==> src/rtl/vga_timing.sv <==
// 640x480@60 VGA raster timing: pixel divider, h/v counters, syncs, blanking and start pulses.
// All outputs are registered from next-state counters; en=0 freezes timing (no backpressure path).
module vga_timing #(
  parameter int CLK_DIV = 2,
  parameter int H_VIS   = 640,
  parameter int H_FP    = 16,
  parameter int H_SYNC  = 96,
  parameter int H_BP    = 48,
  parameter int V_VIS   = 480,
  parameter int V_FP    = 10,
  parameter int V_SYNC  = 2,
  parameter int V_BP    = 33
) (
  input  logic       clk,
  input  logic       reset_n,
  input  logic       en,
  output logic       pix_en,
  output logic [9:0] hcount,
  output logic [9:0] vcount,
  output logic       bright,
  output logic       hsync,
  output logic       vsync,
  output logic       line_start,
  output logic       frame_start
);

  localparam int H_TOTAL = H_VIS + H_FP + H_SYNC + H_BP;
  localparam int V_TOTAL = V_VIS + V_FP + V_SYNC + V_BP;
  localparam int DIV_W   = (CLK_DIV > 1) ? $clog2(CLK_DIV) : 1;

  localparam logic [DIV_W-1:0] DIV_LAST = DIV_W'(CLK_DIV - 1);
  localparam logic [9:0]       H_LAST   = 10'(H_TOTAL - 1);
  localparam logic [9:0]       V_LAST   = 10'(V_TOTAL - 1);
  localparam logic [10:0]      H_VIS_X  = 11'(H_VIS);
  localparam logic [10:0]      HS_BEG   = 11'(H_VIS + H_FP);
  localparam logic [10:0]      HS_END   = 11'(H_VIS + H_FP + H_SYNC);
  localparam logic [10:0]      V_VIS_X  = 11'(V_VIS);
  localparam logic [10:0]      VS_BEG   = 11'(V_VIS + V_FP);
  localparam logic [10:0]      VS_END   = 11'(V_VIS + V_FP + V_SYNC);

  logic [DIV_W-1:0] div;
  logic [DIV_W-1:0] div_nxt;
  logic [9:0]       h_nxt;
  logic [9:0]       v_nxt;
  logic [10:0]      hx;
  logic [10:0]      vx;
  logic             advance;
  logic             h_wrap;
  logic             v_wrap;

  always_comb begin
    advance = en & pix_en;
    h_wrap  = (hcount == H_LAST);
    v_wrap  = (vcount == V_LAST);
    h_nxt   = hcount;
    v_nxt   = vcount;
    if (advance) begin
      if (h_wrap) begin
        h_nxt = '0;
        v_nxt = v_wrap ? '0 : vcount + 10'd1;
      end else begin
        h_nxt = hcount + 10'd1;
      end
    end
    // Divider only wraps once its strobe was seen, so a freeze landing on the
    // strobe clock delays the pixel rather than dropping its advance.
    if (pix_en)
      div_nxt = '0;
    else if (div == DIV_LAST)
      div_nxt = div;
    else
      div_nxt = div + DIV_W'(1);
    hx = {1'b0, h_nxt};
    vx = {1'b0, v_nxt};
  end

  always_ff @(posedge clk) begin
    if (!reset_n) begin
      div         <= '0;
      pix_en      <= 1'b0;
      hcount      <= '0;
      vcount      <= '0;
      bright      <= 1'b0;
      hsync       <= 1'b1;
      vsync       <= 1'b1;
      line_start  <= 1'b0;
      frame_start <= 1'b0;
    end else if (!en) begin
      pix_en      <= 1'b0;
      bright      <= 1'b0;
      line_start  <= 1'b0;
      frame_start <= 1'b0;
    end else begin
      div         <= div_nxt;
      pix_en      <= (div_nxt == DIV_LAST);
      hcount      <= h_nxt;
      vcount      <= v_nxt;
      bright      <= (hx < H_VIS_X) && (vx < V_VIS_X);
      hsync       <= !((hx >= HS_BEG) && (hx < HS_END));
      vsync       <= !((vx >= VS_BEG) && (vx < VS_END));
      line_start  <= advance & h_wrap;
      frame_start <= advance & h_wrap & v_wrap;
    end
  end

endmodule

==> config.mk <==
export PLATFORM = sky130hd
export DESIGN_NAME = vga_timing
export DESIGN_NICKNAME = d
export VERILOG_FILES = /design/src/rtl/vga_timing.sv
export SDC_FILE = /design/constraint.sdc
export NUM_CORES = 1
export LEC_CHECK = 0
export CORE_ASPECT_RATIO = 1.1
export CORE_MARGIN = 5
export CORE_UTILIZATION = 45
export CTS_CLUSTER_SIZE = 25
export DETAILED_ROUTE_END_ITERATION = 6
export PLACE_DENSITY = 0.82
export SLEW_MARGIN = 20
export SYNTH_ARGS = -nofsm -noshare
export SYNTH_HDL_FRONTEND = slang
export SYNTH_SLANG_ARGS = --single-unit
==> constraint.sdc <==
create_clock -name clk -period 1.93 [get_ports clk]
set_clock_uncertainty 0.15 [all_clocks]
set_input_delay 0.193 -clock clk [delete_from_list [all_inputs] [get_ports clk]]
set_output_delay 0.193 -clock clk [all_outputs]
set_load 0.005 [all_outputs]
After elaboration in Yosys (flattened, before gate mapping)
Cells that the tools add are included.

cells by class
  reductions and logical operators = 6
  magnitude comparators = 6
  bitwise gates (word level) = 3
  div/mod/pow operators = 0
  multiplexer cells = 7
  shift-type cells = 0
  multipliers = 0
  $add $sub $neg = 3
  equal/unequal tests = 2

operators with widths
  cell                                                          number
  2-to-1 mux 10 bit                                             5
  adder 10 x 1 -> 10 bit (second input constant)                2
  equality test 10 bit (second input constant)                  2
  less-than comparator 10 bit (second input constant)           2
  less-than comparator 10 x 9 -> 1 bit (second input constant)  2
  >= comparator 10 bit (second input constant)                  1
  >= comparator 10 x 9 -> 1 bit (second input constant)         1
  AND 1 bit                                                     3
  logical AND 1 bit                                             3
  zero test 1 bit                                               2
  2-to-1 mux 1 bit                                              2
  AND reduction 2 bit                                           1
  adder 1 bit (second input constant)                           1

word-level totals
  memories kept = 0
  flip-flop bits (word level) = 27
  bits in read-only memories = 0
  RAM bits = 0
  bits in latches = 0
  output and inout port bits = 26
  input bits = 3

Depth between registers and ports, before layout
  depth after elaboration = 7
  gate-level depth with buffers = 9
  mapped depth without buffers = 8

Worst setup path before layout
Ideal clock, no wire load.

  path type = register to register
  from = register hcount[0]
  to = register vsync
  setup time = 0.139 ns
  stages on the path, launching flop included = 9
  setup slack = -0.169 ns
  buffers on the path = 1
  required time = 1.641 ns
  arrival = 1.810 ns
  cells stage by stage = dfxtp_1 ha_1 and4_1 and3_1 buf_2 nand3_1 xor2_1 nor4b_1 a31oi_1

between the ends
  cells in the longest elaborated chain, start to end = 6
  elaborated cells on any way between the ends = 7
  those cells by class = order compare: 2; eq/ne: 1; mux: 2; reduce/logical: 2

RTL lines
  what                                                                                   RTL line  text
  start, declared                                                                        18        output logic [9:0] hcount,
  start signal, assigned                                                                 96        hcount <= h_nxt;
  equality test 10 bit (*)                                                               53        h_wrap = (hcount == H_LAST);
  2-to-1 mux 10 bit (*)                                                                  58        if (h_wrap) begin
  2-to-1 mux 10 bit (*)                                                                  57        if (advance) begin
  >= comparator 10 x 9 -> 1 bit or less-than comparator 10 x 9 -> 1 bit (tied branches)  100       vsync <= !((vx >= VS_BEG) && (vx < VS_END));
  logical AND 1 bit (*)                                                                  100
  zero test 1 bit (*)                                                                    100
  end signal, assigned                                                                   100
  end, declared                                                                          22        output logic vsync,

Mark *: on every way between the ends. The rest lies on a longest branch, timed or not.
A chain may end at the register's enable or synchronous reset.

Final worst setup path
  from = register vcount[5]
  to = register vsync

between the ends
  cells in the longest elaborated chain, start to end = 7
  elaborated cells on any way between the ends = 9
  those cells by class = add/sub: 1; order compare: 2; eq/ne: 1; mux: 3; reduce/logical: 2

RTL lines
  what                                                                                   RTL line  text
  start, declared                                                                        19        output logic [9:0] vcount,
  start signal, assigned                                                                 97        vcount <= v_nxt;
  adder 10 x 1 -> 10 bit or equality test 10 bit (tied branches)                         60, 54
  2-to-1 mux 10 bit                                                                      60        v_nxt = v_wrap ? '0 : vcount + 10'd1;
  2-to-1 mux 10 bit                                                                      58
  2-to-1 mux 10 bit (*)                                                                  57
  >= comparator 10 x 9 -> 1 bit or less-than comparator 10 x 9 -> 1 bit (tied branches)  100
  logical AND 1 bit (*)                                                                  100
  zero test 1 bit (*)                                                                    100

Marked as above.

==> reports/metrics.yaml <==
critical_path:
  crit_path_end_kind: "flop"
  r2r_start: "vcount[5]"
  r2r_cells: 7
  worstPathMaxFanout: 3
  r2r_slack_ns: -0.22
  cp.required_ns: 2.01
  crit_path_start_kind: "flop"
  cp.arrival_ns: 2.23
  path_class: "flop to flop"
  r2r_end: "vsync"
final_layout:
  finalNetCount: 247
  antenna_cells: 0
  area_growth_pct: 68.2
  finish.utilization_pct: 77.7
  drive_gt1_share_pct: 42.1
  stdcell_count: 274
floorplan:
  die_w_um: 62.9
  io-pin-count: 29
  dieArea_um2: 4280
  core_area_um2: 3000
  start_util_pct: 46.2
  num_rows: 21
  die_h_um: 68.1
placed_design:
  dp.cells: 264
  routabilityCongestion: 0.869
  port-buffer-count: 28
  hpwl_mm: 3.00
min_path:
  min_from: "vsync"
  whs_endpoint: "vsync"
  holdPathStages: 2
  hold_path_class: "flop to flop"
timing:
  worst_slew_pin_slew_ns: 0.300
  fin_crit_ns: 2.15
  max_clock_freq_mhz: 465
  rsz0062_at_grt: "true"
  hold_viol: 0
  setup_ws_ns: -0.221
  finalSetupTns_ns: -0.536
  fin_crit_sh_pct: 111
  relSlewSlack_pct: 79.9
  slew_viol_final: 0
  setup_viol: 7
  whs_ns: 0.413
logic_synthesis:
  yosys.area.top_type: "dfxtp_1"
  syn_avg_cell_area_um2: 8.33
  postSynthCellCount: 166
  yosys_warnings: 0
  synth-seq-cells: 26
  syn_area_um2: 1380
  ys_types: 42
  synth_area_leaders: "dfxtp_1 38%, nand2_1 4.1%, nor2b_1 4.1%, xnor2_1 3.8%, xor2_1 3.8%"
  synth-main-ff-cell: "dfxtp_1"
  synth-async-reset-ratio_pct: 0
  syn_nets: 172
  synth_edf_count: 0
  synth_top_area_share_pct: 37.6
  synth-seq-area-share_pct: 37.6
cts:
  cts.reportedPaths.clkPinSlew_ns: 0.15
  cts-hold-fix-buffers: 0
  cts_made_buffers: 3
  cts_tree: "built"
  cts.htree.levels: 1
  root_buffer: "clkbuf_4"
  clk_path_buf_depth: 2
  cts.sinks: 26
  insertion_delay_ns: 0.33
routing:
  firstDrtPassIters: 4
  route.vias.total: 1587
  wl_per_cell_um: 17.7
  drcViolationCount: 0
  viasPerCell: 5.79
  drt-initial-drc-count: 82
  antenna_left: 0
  routed_wl_mm: 4.85
global_route:
  grt_overflow: 0
  grt_max_degree: 20
  antenna_found_initial: 0
  grt_pass1_vias: 1542
  grt_use_total_pct: 20.8
  grt_pass1_wl_mm: 7.04
job:
  drv_cap: 0
outcome:
  violations: "setup timing"
  outcome: "finished, violations left"
power:
  finalPower_w: 0.000883
  peakVddDrop_mv: 0.318
  power_density_nw_per_um2: 380
  leakage_nw: 0.924
## state kept, by name, summed over array words and instances, names as in the netlist
name	count
hcount	10
vcount	10
bright	1
frame_start	1
hsync	1
line_start	1
pix_en	1
vsync	1
## worst max-delay path by stage
stage	startpoint	end	slack, ns	cells after the start
final	vcount[5]	vsync	-0.22	7
after global routing	vcount[5]	vsync	-0.30	7
after CTS	vcount[5]	vsync	-0.20	6
after detailed placement	en	vsync	-0.43	7
after global placement	en	vsync	-0.31	7
after floorplan	vcount[5]	vsync	-0.08	6
## power breakdown
group          total [W]  switching, W  internal, W  leakage [nW]
clock network   0.000285      0.000169     0.000116        0.0210
logic          0.0000554     0.0000262    0.0000292         0.688
registers       0.000543    0.00000266     0.000540         0.214
## layer usage
metal	up-vias	track usage (%)	wire length, um
li1	727	-	-
met1	767	23.5	2000
met2	74	38.6	2440
met3	19	3.45	260
met4	0	9.28	146
met5	-	0	0
## cell usage after synthesis (all sizes together), types with 4 or more instances
cell and count:
inv 6, and2 8, nor2b 9, o21ai 8, xor2 6, nand3 9
nand4 4, a21oi 8, xnor2 6, dfxtp 26, nand2 15, nor3 8
nor2 13, clkbuf 4
## worst max-delay path, cell delays in order (launching register included)
cell,delay (ns)
dfxtp_2,0.35
or4b_4,0.57
nor4_2,0.15
buf_4,0.17
o21a_1,0.13
a21oi_2,0.09
nor4bb_4,0.31
a31oi_1,0.12
## metrics by stage
stage / setup slack [ns] / area [um2]
3_5_place_dp: -0.435 / 2030
2_1_floorplan: -0.0813 / 1430
5_1_grt: -0.300 / 2330
3_3_place_gp: -0.314 / 2030
4_1_cts: -0.199 / 2190
6_report: -0.221 / 2330
## repair_timing
action,4_1_cts,5_1_grt
buffers inserted,2,4
setup endpoints to repair,7,11
pin swaps,11,9
resized for setup,25,23
## cell families (layout without fill, tap and decap cells)
| kind of cell | after synthesis | count (layout) | synth area share (%) |
|---|---|---|---|
| and+or+nand+nor | 82 | 82 | 33.5 |
| AOI/OAI and AO/OA | 29 | 29 | 13.7 |
| DFF | 26 | 26 | 37.6 |
| buffers and inverters | 13 | 87 | 4.16 |
| xor gates and xnor gates | 12 | 12 | 7.60 |
| adders and majority gates | 3 | 3 | 2.72 |
| muxes | 1 | 1 | 0.724 |
## layout by cell type (no fill, tap or decap), types with 3 or more instances in the layout
| cell | netlist | final |
|---|---|---|
| buf_4 | 1 | 47 |
| clkdlybuf4s50_1 | 0 | 28 |
| dfxtp_1 | 26 | 18 |
| nand2_1 | 15 | 14 |
| nor2_1 | 13 | 12 |
| nor2b_1 | 9 | 9 |
| and2_1 | 8 | 7 |
| a21oi_1 | 8 | 7 |
| dfxtp_2 | 0 | 7 |
| xnor2_1 | 6 | 5 |
| nand4_1 | 4 | 4 |
| inv_1 | 6 | 4 |
| nand3_2 | 0 | 4 |
| o21ai_0 | 7 | 4 |
| nand3_1 | 9 | 4 |
| nor3_1 | 8 | 4 |
| xor2_1 | 6 | 3 |
| xor2_2 | 0 | 3 |
| o21ai_2 | 1 | 3 |
| nor3_2 | 0 | 3 |
| clkbuf_4 | 0 | 3 |
## final cells by class
type | count | area, um2
inverters | 6 | 22.5
clock buffers | 4 | 36.3
flip-flops and latches | 26 | 533
well taps | 34 | 42.5
repair buffers | 77 | 656
fillers | 199 | 669
multi-input cells | 127 | 1040
Note: power is estimated with default switching activity, not from simulation.
